**src/rtl/fetch_stage_if.sv**
```systemverilog
// Instruction-memory bus between the fetch stage and a combinational
// instruction ROM/RAM. The fetch stage drives the word address, and the
// memory returns the addressed word in the same cycle.
interface fetch_stage_if #(
  parameter int ADDR_BITS = 8
);
  logic [ADDR_BITS-1:0] imem_addr;
  logic [31:0]          imem_data;

  // Fetch stage side: drives the address and consumes the instruction word.
  modport master (
    output imem_addr,
    input  imem_data
  );

  // Memory side: consumes the address and returns the instruction word.
  modport slave (
    input  imem_addr,
    output imem_data
  );
endinterface

```
**src/rtl/fetch_stage.sv**
```systemverilog
// Instruction-fetch stage with the IF/EX pipeline register.
// Holds the PC, addresses the combinational instruction memory, and
// registers each fetched word together with its PC for the execute stage.
// A redirect flushes the wrong-path instruction and wins over a stall.
// A misaligned redirect target sets a sticky flag that only reset clears.
module fetch_stage #(
  parameter logic [31:0] RESET_PC       = 32'h0000_0000,
  parameter int          IMEM_ADDR_BITS = 8,
  parameter int          COUNT_WIDTH    = 16
) (
  input  logic                   clk,
  input  logic                   reset,
  input  logic                   stall,
  input  logic                   redirect,
  input  logic [31:0]            redirect_pc,
  fetch_stage_if.master          imem,
  output logic [31:0]            pc_out,
  output logic                   id_valid,
  output logic [31:0]            id_inst,
  output logic [31:0]            id_pc,
  output logic [31:0]            id_pc_plus4,
  output logic                   misalign_err,
  output logic [COUNT_WIDTH-1:0] fetch_count
);

  logic [31:0]            pc_r;
  logic                   id_valid_r;
  logic [31:0]            id_inst_r;
  logic [31:0]            id_pc_r;
  logic [31:0]            id_pc_plus4_r;
  logic                   misalign_err_r;
  logic [COUNT_WIDTH-1:0] fetch_count_r;
  logic [31:0]            pc_plus4_s;

  // The PC wraps naturally at 2^32, and no overflow flag is kept.
  assign pc_plus4_s = pc_r + 32'd4;

  // The word address ignores the byte offset and any PC bits above the
  // memory size, so the memory aliases across the address space.
  assign imem.imem_addr = pc_r[IMEM_ADDR_BITS+1:2];

  // PC and IF/EX register update. Priority is reset, then redirect, then
  // stall, then advance.
  always_ff @(posedge clk) begin
    if (reset) begin
      pc_r           <= RESET_PC;
      id_valid_r     <= 1'b0;
      id_inst_r      <= 32'h0000_0000;
      id_pc_r        <= 32'h0000_0000;
      id_pc_plus4_r  <= 32'h0000_0000;
      misalign_err_r <= 1'b0;
      fetch_count_r  <= '0;
    end else if (redirect) begin
      // Insert a bubble. The target is force-aligned, and a non-zero
      // offset is only recorded in the sticky flag.
      pc_r          <= {redirect_pc[31:2], 2'b00};
      id_valid_r    <= 1'b0;
      id_inst_r     <= 32'h0000_0000;
      id_pc_r       <= 32'h0000_0000;
      id_pc_plus4_r <= 32'h0000_0000;
      if (redirect_pc[1:0] != 2'b00) begin
        misalign_err_r <= 1'b1;
      end else begin
        misalign_err_r <= misalign_err_r;
      end
    end else if (stall) begin
      pc_r <= pc_r;
    end else begin
      pc_r          <= pc_plus4_s;
      id_valid_r    <= 1'b1;
      id_inst_r     <= imem.imem_data;
      id_pc_r       <= pc_r;
      id_pc_plus4_r <= pc_plus4_s;
      fetch_count_r <= fetch_count_r + {{(COUNT_WIDTH-1){1'b0}}, 1'b1};
    end
  end

  assign pc_out       = pc_r;
  assign id_valid     = id_valid_r;
  assign id_inst      = id_inst_r;
  assign id_pc        = id_pc_r;
  assign id_pc_plus4  = id_pc_plus4_r;
  assign misalign_err = misalign_err_r;
  assign fetch_count  = fetch_count_r;

endmodule

```
**src/flat_wrapper.sv**
```systemverilog
// flat-port wrapper written by rule: the top's interface ports become plain ports
module fetch_stage_flat 
#(
  parameter logic [31:0] RESET_PC       = 32'h0000_0000,
  parameter int          IMEM_ADDR_BITS = 8,
  parameter int          COUNT_WIDTH    = 16
)
  (clk, reset, stall, redirect, redirect_pc, pc_out, id_valid, id_inst, id_pc, id_pc_plus4, misalign_err, fetch_count, imem_imem_addr, imem_imem_data);
  fetch_stage_if #(.ADDR_BITS(8)) imem_i ();
  input  logic clk;
  input  logic reset;
  input  logic stall;
  input  logic redirect;
  input  logic [31:0] redirect_pc;
  output logic [31:0] pc_out;
  output logic id_valid;
  output logic [31:0] id_inst;
  output logic [31:0] id_pc;
  output logic [31:0] id_pc_plus4;
  output logic misalign_err;
  output logic [COUNT_WIDTH-1:0] fetch_count;
  output wire logic [$bits(imem_i.imem_addr)-1:0] imem_imem_addr;
  input wire logic [$bits(imem_i.imem_data)-1:0] imem_imem_data;
  assign imem_imem_addr = imem_i.imem_addr;
  assign imem_i.imem_data = imem_imem_data;
  fetch_stage #(.RESET_PC(RESET_PC), .IMEM_ADDR_BITS(IMEM_ADDR_BITS), .COUNT_WIDTH(COUNT_WIDTH)) u_core (.clk(clk), .reset(reset), .stall(stall), .redirect(redirect), .redirect_pc(redirect_pc), .imem(imem_i), .pc_out(pc_out), .id_valid(id_valid), .id_inst(id_inst), .id_pc(id_pc), .id_pc_plus4(id_pc_plus4), .misalign_err(misalign_err), .fetch_count(fetch_count));
endmodule
```
**config.mk**
```make
export PLATFORM = sky130hd
export DESIGN_NAME = fetch_stage_flat
export DESIGN_NICKNAME = d
export VERILOG_FILES = /design/src/rtl/fetch_stage_if.sv /design/src/rtl/fetch_stage.sv /design/src/flat_wrapper.sv
export SDC_FILE = /design/constraint.sdc
export NUM_CORES = 1
export LEC_CHECK = 0
export ABC_AREA = 1
export CAP_MARGIN = 20
export CORE_ASPECT_RATIO = 1.1
export CORE_MARGIN = 2
export CORE_UTILIZATION = 45
export DETAILED_ROUTE_END_ITERATION = 8
export GPL_ROUTABILITY_DRIVEN = 0
export HOLD_SLACK_MARGIN = 0.12
export PLACE_DENSITY = 0.86
export SLEW_MARGIN = 20
export SYNTH_ARGS = -nofsm -noshare
export SYNTH_HDL_FRONTEND = slang
export SYNTH_SLANG_ARGS = --single-unit
```
**constraint.sdc**
```tcl
create_clock -name clk -period 1.7 [get_ports clk]
set_input_delay 0.17 -clock clk [delete_from_list [all_inputs] [get_ports clk]]
set_output_delay 0.17 -clock clk [all_outputs]
set_load 0.02 [all_outputs]
```
==> reports/summary.md, run 1 <==
### Critical path
- cell with the largest stage delay on the worst path: sky130_fd_sc_hd__clkdlybuf4s50_1
- combined buffer and inverter count along the critical path: 1
- critical path, cell by cell: clkdlybuf4s50_1
- CP Launch Type: flop
- critical path start-end classification: reg2out
- Crit Path Max Fanout: 4
- data required time at the worst endpoint: 1530 ps
- data arrival at the endpoint of the critical path: 1480 ps
- kind of capture point of the worst setup path: output pin
- CP top delay family: buffers and inverters
- largest stage delay on the critical path: 680 ps

### Yosys
- Post-Synth Simple-Gate Area: 27.40%
- Post-Synth XOR/XNOR Area: 2.078%
- largest cells by area after synthesis: sky130_fd_sc_hd__dfxtp_1 44%, sky130_fd_sc_hd__nand2_1 15%, sky130_fd_sc_hd__a21oi_1 7.6%
- Cells after Synth: 913
- compound-gate portion of the synthesized area: 15.37%
- Synth top cells by count: 252 x sky130_fd_sc_hd__nand2_1, 140 x sky130_fd_sc_hd__dfxtp_1, 112 x sky130_fd_sc_hd__nor2_1, 96 x sky130_fd_sc_hd__a21oi_1, 90 x sky130_fd_sc_hd__inv_1
- number of synthesized register bits: 140
- average cell area after synthesis: 6.926 um2
- Post-synth EDFFs: 0
- Top FF cell, synth: sky130_fd_sc_hd__dfxtp_1
- library cells used by synthesis: 35
- multiplexer fraction of the synthesized cell area: 0%
- post-synthesis share of cell area spent on full adders, half adders and majority gates: 0.3957%
- largest family of logic cells by synthesized area: simple AND/OR/NAND/NOR gates
- fraction of synthesized cell area taken by the top area cell type: 44.32%
- leading cell type by number of instances after synthesis: sky130_fd_sc_hd__nand2_1
- Ys Warns: 0
- post-synthesis cell area: 6324 um2
- FFs w/ async S/R, synth: 0%
- portion of the post-synthesis area used by sequential elements: 44.32%
- largest area contributor in the netlist: sky130_fd_sc_hd__dfxtp_1

### Pwr
- fraction of power consumed by combinational cells: 13.2%
- switching component of the power: 2.176 mW
- internal power consumption: 6.620 mW
- sequential share of power: 39.7%
- switching part of the total: 24.74%
- power density relative to cell area: 929.6 nW/um2
- leakage power of the design: 4.149 nW
- Max IR drop VDD: 0.0005875 V
- share of power burned in the clock network: 47.1%

### Clock tree
- number of buffers added by the clock tree synthesis step: 17
- CTS tree: yes
- number of buffers on the longest clock path: 2
- number of sinks driven by the clock tree: 140
- clock root buffer: sky130_fd_sc_hd__clkbuf_16
- Post-CTS Setup Inserts: 0
- clock transition at the registers of the reported paths: 60 ps
- clock latency at the later pin of the worst-skew pair: 420 ps
- H-Tree Level Count: 4

### Route
- post-detailed-routing wire length: 19350 um
- detail-routed net length per standard cell: 14.54 um
- DR DRC count: 0
- violation count after the first detailed-route iteration: 467
- Avg Vias per Cell: 4.925
- count of antenna-violating nets left after detailed routing: 0
- overall via count from detail_route: 6555
- First-pass DRT Iterations: 5

### GRT
- total routing resource utilization after global routing: 25.79%
- number of antenna violations at the first check in global routing: 1
- first-pass GRT wire length: 30100 um
- pin count of the biggest net entering global routing: 74
- vias in the first global route: 6141
- Remaining Overflow, GRT: 0

### Run
- max cap viols: 0

### STA
- total of endpoints with negative setup slack in the final report: 0
- accumulated negative setup slack: 0 ps
- final number of hold-violating endpoints: 0
- timing-limited maximum frequency: 605.7 MHz
- Min Hold Slack: 220.8 ps
- minimum clock period: 1651 ps
- setup repair after global routing missed its margin: no
- Clock Skews: 8.247 ps
- Max Slew Vio Count: 0
- ratio of final minimum period to clock period: 97.12%

### Layout
- final cell area excluding filler cells: 9463 um2
- layout overhead on the synthesized area: 49.64%
- Total Nets Final: 1199
- fin util: 68.60%
- share of final-layout standard cells stronger than drive strength 1: 8.319%

### Worst hold path
- type of the worst min-delay path: in2reg

### Placed design
- count of input and output buffers: 215
- placed wire-length estimate: 13880 um
- Post-DP Area: 8777 um2

### Die
- horizontal die dimension: 117.0 um
- core region area: 13790 um2
- number of I/O pins: 222
- Chip Height: 128.3 um
- FP Rows: 45
- initial cell density of the core: 45.84%
- die area: 15020 um2

### Run status
- result of the run: completed

## final timing paths
check / startpoint / to / slack (ps) / cells past startpoint
hold reg to reg: u_core.id_pc_plus4[3] / u_core.id_pc_plus4[3] / 460 / 2
setup reg to reg: u_core.pc_out[2] / u_core.id_pc_plus4[27] / 160 / 10
hold / removal: stall / u_core.fetch_count[2] / 220 / 4
setup / recovery: u_core.pc_out[11] / pc_out[11] / 50 / 1
## area by class of cell
type	count	area, um2
fillers	1136	4332
multi-input cells	626	2894
flip-flops and latches	140	2803
repair buffers	251	2514
clock buffers	19	452.9
inverters	93	350.3
well taps	188	235.2
clock inverters	13	211.5
diodes	1	2.502
## per-stage QoR
stage	worst slack, ps	power [mW]	instances
after floorplan	55.32	4.146	918
after detailed placement	-5.463	4.735	1298
after global routing	1.208	9.106	1331
final	48.95	8.796	1331
after global placement	64.08	4.717	1298
after CTS	1.487	8.846	1330
## sequential cells by signal (all words and copies together), names as in the netlist
register	flops
u_core.id_pc	30
u_core.pc_out	30
u_core.id_valid	1
u_core.misalign_err	1
u_core.fetch_count	16
u_core.id_pc_plus4	30
u_core.id_inst	32
## per-layer routing
layer  part of all wire [%]  GRT usage [%]  vias to the layer above
met3                    8.5          7.913                       39
met4                    3.0          11.49                        0
met1                     39          30.32                     2996
met2                     49          43.15                      230
met5                      0              0                        -
li1                       -              -                     3290
## kinds of logic (layout without fill, tap and decap cells)
logic type / count (synthesis) / count (layout)
flip-flops: 140 / 140
AND/OR/NAND/NOR: 417 / 417
other: 1 / 7
AO/OA/AOI/OAI: 186 / 186
buffers and inverters: 152 / 376
XOR/XNOR: 15 / 15
adder cells (fa/ha/maj): 2 / 2
## power by group through the flow
stage | sequential, mW | combinational (mW) | clock (mW)
4_1_cts | 3.49 | 1.16 | 4.19
2_1_floorplan | 3.71 | 0.441 | 0
6_report | 3.49 | 1.16 | 4.14
3_5_place_dp | 3.56 | 1.17 | 0
3_3_place_gp | 3.56 | 1.16 | 0
5_1_grt | 3.50 | 1.25 | 4.35
## timing repair
item,4_1_cts,5_1_grt
gates resized for setup,19,16
hold endpoints to repair,0,0
gates cloned,0,0
setup endpoints to repair,19,19
hold buffers,0,0
pin swaps,0,0
## cell usage in the layout, fill, tap and decap left out, drive strengths merged, types with 5 or more instances in the layout
cell and n:
nand3 24, o21ai 73, dfxtp 140, clkinv 6, dlymetal6s2s 13, xor2 12, clkdlybuf4s50 182, nor2 127
dlygate4sd2 19, conb 6, nand2 256, a22o 6, bufinv 5, a31oi 7, buf 37, clkbuf 19
inv 94, a21oi 96
No activity file was read; power rests on OpenSTA's default activity.
==> inputs of run 2 (changes only) <==
--- a/config.mk
+++ b/config.mk
@@ -6,12 +6,14 @@
 export NUM_CORES = 1
 export LEC_CHECK = 0
 export ABC_AREA = 1
+export ABC_CLOCK_PERIOD_IN_PS = 1700
 export CAP_MARGIN = 20
 export CORE_ASPECT_RATIO = 1.1
 export CORE_MARGIN = 2
 export CORE_UTILIZATION = 45
 export DETAILED_ROUTE_END_ITERATION = 8
 export GPL_ROUTABILITY_DRIVEN = 0
+export GPL_TIMING_DRIVEN = 0
 export HOLD_SLACK_MARGIN = 0.12
 export PLACE_DENSITY = 0.86
 export SLEW_MARGIN = 20
==> run 2 against run 1 <==
  * Sequential power about the same
  * Count of clock-buffer cells in the layout up 7
  * First-iteration DRC count up 25%
  * Final cell count up 1.8%
  * Worst setup slack worse by 41 ps
  * Combinational power about the same
  * Hold slack worse by 10 ps
  * Global-route usage up 0.68 points
  * Clock power down 18%
  * Non-clock buffer count up 26
  * Clock skew down 2.3 ps
  * Core utilization down 0.73 points
==> reports/summary.md, run 2 (synthesis gave the netlist of run 1 again) <==
### Clock tree
- number of buffers added by the clock tree synthesis step: 17, unchanged
- clock root buffer: sky130_fd_sc_hd__clkbuf_16
- clock latency at the later pin of the worst-skew pair: 420 ps, about the same
- H-Tree Level Count: 4, unchanged
- number of buffers on the longest clock path: 2, unchanged
- number of sinks driven by the clock tree: 140, unchanged
- CTS tree: yes
- clock transition at the registers of the reported paths: 60 ps, about the same

### Pwr
- leakage power of the design: 3.953 nW, -4.7%
- switching part of the total: 26.09%, +1.3 points
- switching component of the power: 2.107 mW, -3.2%
- power density relative to cell area: 862.6 nW/um2, -7.2%
- sequential share of power: 43.6%, +3.9 points
- share of power burned in the clock network: 42.1%, -5.0 points
- fraction of power consumed by combinational cells: 14.3%, +1.1 points
- Max IR drop VDD: 0.0005050 V, -14%
- internal power consumption: 5.969 mW, -9.8%
- total power: 8.076 mW, -8.2%

### Layout
- share of final-layout standard cells stronger than drive strength 1: 9.426%, +1.1 points
- Post-Layout Cell Count: 1355, +1.8%
- Ant. Diodes: 0, -1
- number of flip-flops in the largest register: 32, unchanged
- most common cell after layout, fill and taps aside: sky130_fd_sc_hd__nand2_1
- Total Nets Final: 1225, +2.2%
- commonest non-fill, non-tap cells in the layout: 249 x sky130_fd_sc_hd__nand2_1, 194 x sky130_fd_sc_hd__clkdlybuf4s50_1, 128 x sky130_fd_sc_hd__dfxtp_1
- layout overhead on the synthesized area: 48.06%

### Route
- post-detailed-routing wire length: 20380 um, +5.3%
- Avg Vias per Cell: 5.035, +2.2%
- First-pass DRT Iterations: 5, unchanged
- violation count after the first detailed-route iteration: 582, +25%
- overall via count from detail_route: 6822, +4.1%
- detail-routed net length per standard cell: 15.04 um, +3.5%
- count of antenna-violating nets left after detailed routing: 0, unchanged
- DR DRC count: 0, unchanged

### Die
- initial cell density of the core: 45.84%, unchanged
- core region area: 13790 um2, unchanged
- die area: 15020 um2, unchanged
- FP Rows: 45, unchanged
- Chip Height: 128.3 um, unchanged
- number of I/O pins: 222, unchanged
- horizontal die dimension: 117.0 um, unchanged

### Placed design
- placed wire-length estimate: 15430 um, +11%
- count of placed standard cells including taps: 1319, +1.6%
- count of input and output buffers: 213, -0.93%
- worst setup timing slack at the placement stage: -193.8 ps, -188.4 ps

### GRT
- peak-usage layer in the global routing report: met2
- first-pass GRT wire length: 30620 um, +1.7%
- GR met1 Demand/Resource: 32.70%, +2.4 points
- met3 track demand over resource in global routing: 7.678%, -0.24 points
- vias in the first global route: 6073, -1.1%
- fraction of met2 tracks used by global routing: 42.30%, -0.85 points
- Remaining Overflow, GRT: 0, unchanged
- total routing resource utilization after global routing: 26.47%, +0.68 points
- number of antenna violations at the first check in global routing: 0, -1
- pin count of the biggest net entering global routing: 17, -77%

### Critical path
- critical path start-end classification: reg2out
- largest stage delay on the critical path: 590 ps, -90 ps
- cell with the largest stage delay on the worst path: sky130_fd_sc_hd__clkdlybuf4s50_1
- Crit Path Max Fanout: 5, +1
- kind of capture point of the worst setup path: output pin
- path length in cells of the critical path: 2, +1
- data arrival at the endpoint of the critical path: 1520 ps, +40 ps
- combined buffer and inverter count along the critical path: 2, +1
- startpoint of the most critical setup path: u_core.pc_out[2]
- CP top delay family: buffers and inverters
- critical path, cell by cell: buf_4 -> clkdlybuf4s50_1
- data required time at the worst endpoint: 1530 ps, about the same
- CP Launch Type: flop
- r2r setup slk: 90 ps, -70 ps
- R2R Path Start: u_core.pc_out[3]
- capture point of the worst path: imem_imem_addr[0]
- number of cells traversed by the worst register-to-register path: 10, unchanged
- FF-to-FF End: u_core.pc_out[22]

### Worst hold path
- type of the worst min-delay path: in2reg
- worst hold path stage count: 4, unchanged

### STA
- minimum setup slack in the final design: 7.882 ps, -41.07 ps
- minimum clock period: 1692 ps, +41.07 ps
- total of endpoints with negative setup slack in the final report: 0, unchanged
- ratio of final minimum period to clock period: 99.54%, +2.4 points
- Clock Skews: 5.994 ps, -2.253 ps
- tightest slew margin relative to the limit: 59.88%
- Max Slew Vio Count: 0, unchanged
- setup repair after global routing missed its margin: yes
- timing-limited maximum frequency: 591.0 MHz, -2.4%
- worst slew pin tran: 601.8 ps
- final number of hold-violating endpoints: 0, unchanged

### Run
- max cap viols: 0, unchanged

### Run status
- result of the run: completed

run 2: cell type report:
cell class                      count  area [um2]
Inverter                           93       349.1
Clock inverter                      5       33.78
Clock buffer                       26       509.2
Timing Repair Buffer              218        2170
Tap cell                          188       235.2
Fill cell                        1151        4432
Sequential cell                   140        2823
Buffer                             59       311.5
Multi-Input combinational cell    626        2932
run 2: worst min-delay path, stage by stage:
cell and delay (ps):
sky130_fd_sc_hd__buf_4 200, sky130_fd_sc_hd__nor2_8 70, sky130_fd_sc_hd__nand3_1 90, sky130_fd_sc_hd__a21oi_1 50
run 2: worst min path at each step:
stage | from | endpoint | slack [ps]
final | redirect | u_core.pc_out[31] | 210
after global routing | redirect | u_core.pc_out[31] | 240
after CTS | redirect | u_core.pc_out[31] | 190
after detailed placement | u_core.misalign_err | u_core.misalign_err | 440
after global placement | u_core.misalign_err | u_core.misalign_err | 440
after floorplan | imem_imem_data[8] | u_core.id_inst[8] | 310
run 2: stage by stage:
step / hold slack [ps] / TNS (ps) / instance area (um2) / util (%)
6_report: 210.8 / 0 / 9363 / 67.87
5_1_grt: 237.9 / -32.08 / 9363 / 67.87
4_1_cts: 191.0 / 0 / 9259 / 67.12
3_5_place_dp: 444.6 / -10960 / 8710 / 63.14
3_3_place_gp: 437.8 / -9919 / 8710 / 63.14
2_1_floorplan: 314.6 / 0 / 6342 / -
run 2: metal layers:
layer  wire [um]  vias to the layer above
li1            -                     3365
met4         858                        0
met1        8066                     3101
met5           0                        -
met3        1901                       62
met2        9555                      294
run 2: what timing repair did:
item	CTS	global route
setup endpoints to repair	33	65
hold buffers	1	0
gates resized for setup	21	27
hold endpoints to repair	4	0
setup buffers	0	4
pin swaps	0	3
run 2: power by group through the flow:
stage / Sequential (mW) / Combinational, mW / Clock (mW)
floorplan: 3.71 / 0.441 / 0
global placement: 3.58 / 1.13 / 0
detailed placement: 3.59 / 1.14 / 0
CTS: 3.52 / 1.14 / 3.43
global route: 3.53 / 1.25 / 3.57
finish: 3.52 / 1.16 / 3.40
==> inputs of run 3 (changes only) <==
--- a/config.mk
+++ b/config.mk
@@ -6,16 +6,18 @@
 export NUM_CORES = 1
 export LEC_CHECK = 0
 export ABC_AREA = 1
-export ABC_CLOCK_PERIOD_IN_PS = 1700
+export ABC_CLOCK_PERIOD_IN_PS = 1400
 export CAP_MARGIN = 20
 export CORE_ASPECT_RATIO = 1.1
 export CORE_MARGIN = 2
-export CORE_UTILIZATION = 45
+export CORE_UTILIZATION = 41
+export CTS_CLUSTER_DIAMETER = 80
 export DETAILED_ROUTE_END_ITERATION = 8
 export GPL_ROUTABILITY_DRIVEN = 0
 export GPL_TIMING_DRIVEN = 0
 export HOLD_SLACK_MARGIN = 0.12
-export PLACE_DENSITY = 0.86
+export PLACE_DENSITY = 0.83
+export SKIP_CTS_REPAIR_TIMING = 1
 export SLEW_MARGIN = 20
 export SYNTH_ARGS = -nofsm -noshare
 export SYNTH_HDL_FRONTEND = slang
==> constraint.sdc (replaced) <==
create_clock -name clk -period 1.4 [get_ports clk]
set_input_delay 0.14 -clock clk [delete_from_list [all_inputs] [get_ports clk]]
set_output_delay 0.14 -clock clk [all_outputs]
set_load 0.02 [all_outputs]
==> run 3 against run 2 <==
  * The run now ends with setup timing left
  * Critical path depth is 8 higher
  * Sequential power is 21% higher
  * Global-route usage is 0.85 points lower
  * Clock skew is 2.3 ps higher
  * Hold slack worse by 130 ps
  * Via count is 3.4% higher
  * Final cell count is 1.8% higher
  * Non-clock buffer count is 16 higher
  * Clock power is 42% higher
  * Die area is 9.4% higher
  * Worst setup slack worse by 230 ps
  * Critical endpoint is now u_core.pc_out[16]
  * Largest cell class unchanged
==> reports/summary.md, run 3 (synthesis gave the netlist of run 1 again) <==
### GRT
- vias in the first global route: 6302, +3.8%
- Remaining Overflow, GRT: 0, unchanged
- pin count of the biggest net entering global routing: 17, unchanged
- first-pass GRT wire length: 32400 um, +5.8%
- number of antenna violations at the first check in global routing: 1, +1
- total routing resource utilization after global routing: 25.62%, -0.85 points

### Layout
- layout overhead on the synthesized area: 63.08%
- most common cell after layout, fill and taps aside: sky130_fd_sc_hd__nand2_1
- Ant. Diodes: 0, unchanged
- number of flip-flops in the largest register: 32, unchanged
- share of final-layout standard cells stronger than drive strength 1: 18.50%, +9.1 points
- Total Nets Final: 1242, +1.4%
- fin util: 68.50%, +0.63 points
- commonest non-fill, non-tap cells in the layout: 227 x sky130_fd_sc_hd__nand2_1, 142 x sky130_fd_sc_hd__dlymetal6s2s_1, 112 x sky130_fd_sc_hd__dfxtp_1
- final cell area excluding filler cells: 10310 um2, +10%
- total of fill cells in the finished design: 1155, +0.35%

### Route
- First-pass DRT Iterations: 5, unchanged
- top sig layer: met5
- detail-routed net length per standard cell: 16.79 um, +12%
- overall via count from detail_route: 7052, +3.4%
- Avg Vias per Cell: 5.110, +1.5%
- DR DRC count: 0, unchanged
- routed metal-1 wire length: 8665 um, +7.4%
- met3 wire length: 2103 um, +11%
- WL met2: 11620 um, +22%
- violation count after the first detailed-route iteration: 614, +5.5%
- count of antenna-violating nets left after detailed routing: 0, unchanged
- post-detailed-routing wire length: 23160 um, +14%

### STA
- tightest slew margin relative to the limit: 51.99%, -7.9 points
- timing-limited maximum frequency: 616.3 MHz
- minimum clock period: 1622 ps
- ratio of final minimum period to clock period: 115.9%
- total of endpoints with negative setup slack in the final report: 39, +39
- setup repair after global routing missed its margin: yes
- Max Slew Vio Count: 0, unchanged
- worst slew pin tran: 720.1 ps, +118.3 ps
- final number of hold-violating endpoints: 0, unchanged
- minimum setup slack in the final design: -222.5 ps, -230.4 ps
- Clock Skews: 8.283 ps, +2.289 ps
- Min Hold Slack: 77.13 ps, -133.6 ps

### Die
- initial cell density of the core: 42.00%, -3.8 points
- FP Rows: 47, +4.4%
- horizontal die dimension: 122.4 um, +4.6%
- Chip Height: 134.3 um, +4.6%
- number of I/O pins: 222, unchanged
- die area: 16430 um2, +9.4%
- core region area: 15050 um2, +9.1%

### Run
- max cap viols: 0, unchanged

### Critical path
- FF-to-FF End: u_core.pc_out[16]
- Crit Path Max Fanout: 6, +1
- critical path, cell by cell: ha_4 -> nand2_4 -> nor2_4 -> nand2_4 -> nor2_8 -> nand2_2 -> nand2_1 -> nand2_2 -> a21oi_2 -> nor2_1
- data arrival at the endpoint of the critical path: 1900 ps, +380 ps
- data required time at the worst endpoint: 1670 ps, +140 ps
- R2R Path Start: u_core.pc_out[3]
- critical path start-end classification: reg2reg
- cell with the largest stage delay on the worst path: sky130_fd_sc_hd__dfxtp_4
- kind of capture point of the worst setup path: flop
- largest stage delay on the critical path: 390 ps, -200 ps
- number of cells traversed by the worst register-to-register path: 10, unchanged
- CP Launch Type: flop
- r2r setup slk: -220 ps, -310 ps

### Pwr
- internal power consumption: 7.857 mW, +32%
- sequential share of power: 40.3%, -3.3 points
- leakage power of the design: 6.527 nW, +65%
- share of power burned in the clock network: 45.5%, +3.4 points
- power density relative to cell area: 1026 nW/um2, +19%
- switching part of the total: 25.77%, -0.31 points
- Max IR drop VDD: 0.0008347 V, +65%
- switching component of the power: 2.728 mW, +29%
- fraction of power consumed by combinational cells: 14.2%, about the same
- total power: 10.59 mW, +31%

### Clock tree
- number of buffers added by the clock tree synthesis step: 17, unchanged
- number of buffers on the longest clock path: 2, unchanged
- CTS tree: yes
- clock root buffer: sky130_fd_sc_hd__clkbuf_16
- H-Tree Level Count: 4, unchanged
- clock latency at the later pin of the worst-skew pair: 430 ps, about the same
- number of sinks driven by the clock tree: 140, unchanged
- clock transition at the registers of the reported paths: 60 ps, about the same

### Worst hold path
- worst hold path stage count: 2, -2
- origin of the worst min-delay path: reset
- endpoint with the worst hold slack: u_core.pc_out[4]
- type of the worst min-delay path: in2reg

### Run status
- failing checks: setup timing
- result of the run: finished with violations

### Placed design
- worst setup timing slack at the placement stage: -513.7 ps, -319.9 ps
- Post-DP Area: 8757 um2, +0.55%
- placed wire-length estimate: 15900 um, +3.1%
- count of input and output buffers: 213, unchanged

-- run 3: routing by layer --
layer | vias to the layer above | global-route usage, %
li1 | 3373 | -
met1 | 3255 | 30.76
met2 | 344 | 42.78
met3 | 78 | 7.823
met4 | 2 | 9.706
met5 | - | 0
-- run 3: cell type report --
class	count	area, um2	share of cell area, %
multi-input combinational	627	3243	31.45
clock inverter	10	162.7	1.577
inverter	93	351.6	3.409
timing repair buffer	234	2648	25.67
tap	196	245.2	2.378
buffer	59	326.6	3.167
clock buffer	21	460.4	4.465
sequential	140	2875	27.88
-- run 3: worst max-delay path by stage --
stage                            startpoint                     end  cells after the start
final                      u_core.pc_out[3]       u_core.pc_out[16]                     10
after global placement                stall  u_core.id_pc_plus4[31]                      7
after global routing       u_core.pc_out[3]       u_core.pc_out[16]                     10
after floorplan            u_core.pc_out[2]       u_core.pc_out[22]                     10
after CTS                 u_core.pc_out[18]              pc_out[18]                      1
after detailed placement              stall        u_core.id_pc[14]                      6
-- run 3: power groups by stage --
stage	clock (mW)	combinational, mW	sequential (mW)
detailed placement	0	1.40	4.36
global route	5.03	1.61	4.28
CTS	4.86	1.41	4.27
floorplan	0	0.538	4.50
finish	4.82	1.50	4.27
global placement	0	1.38	4.35
-- run 3: critical path, delay by kind of cell, from the launching register on --
family                     cells  cell delay [ps]
and+or+nand+nor                8              770
DFF                            1              390
adders and majority gates      1              160
AOI/OAI and AO/OA              1              160
-- run 3: per-stage QoR --
stage                     instances  setup TNS [ps]
after global placement         1327          -41150
after global routing           1380           -5175
after CTS                      1358          -29070
after floorplan                 918          -32.65
final                          1380           -2987
after detailed placement       1327          -46710
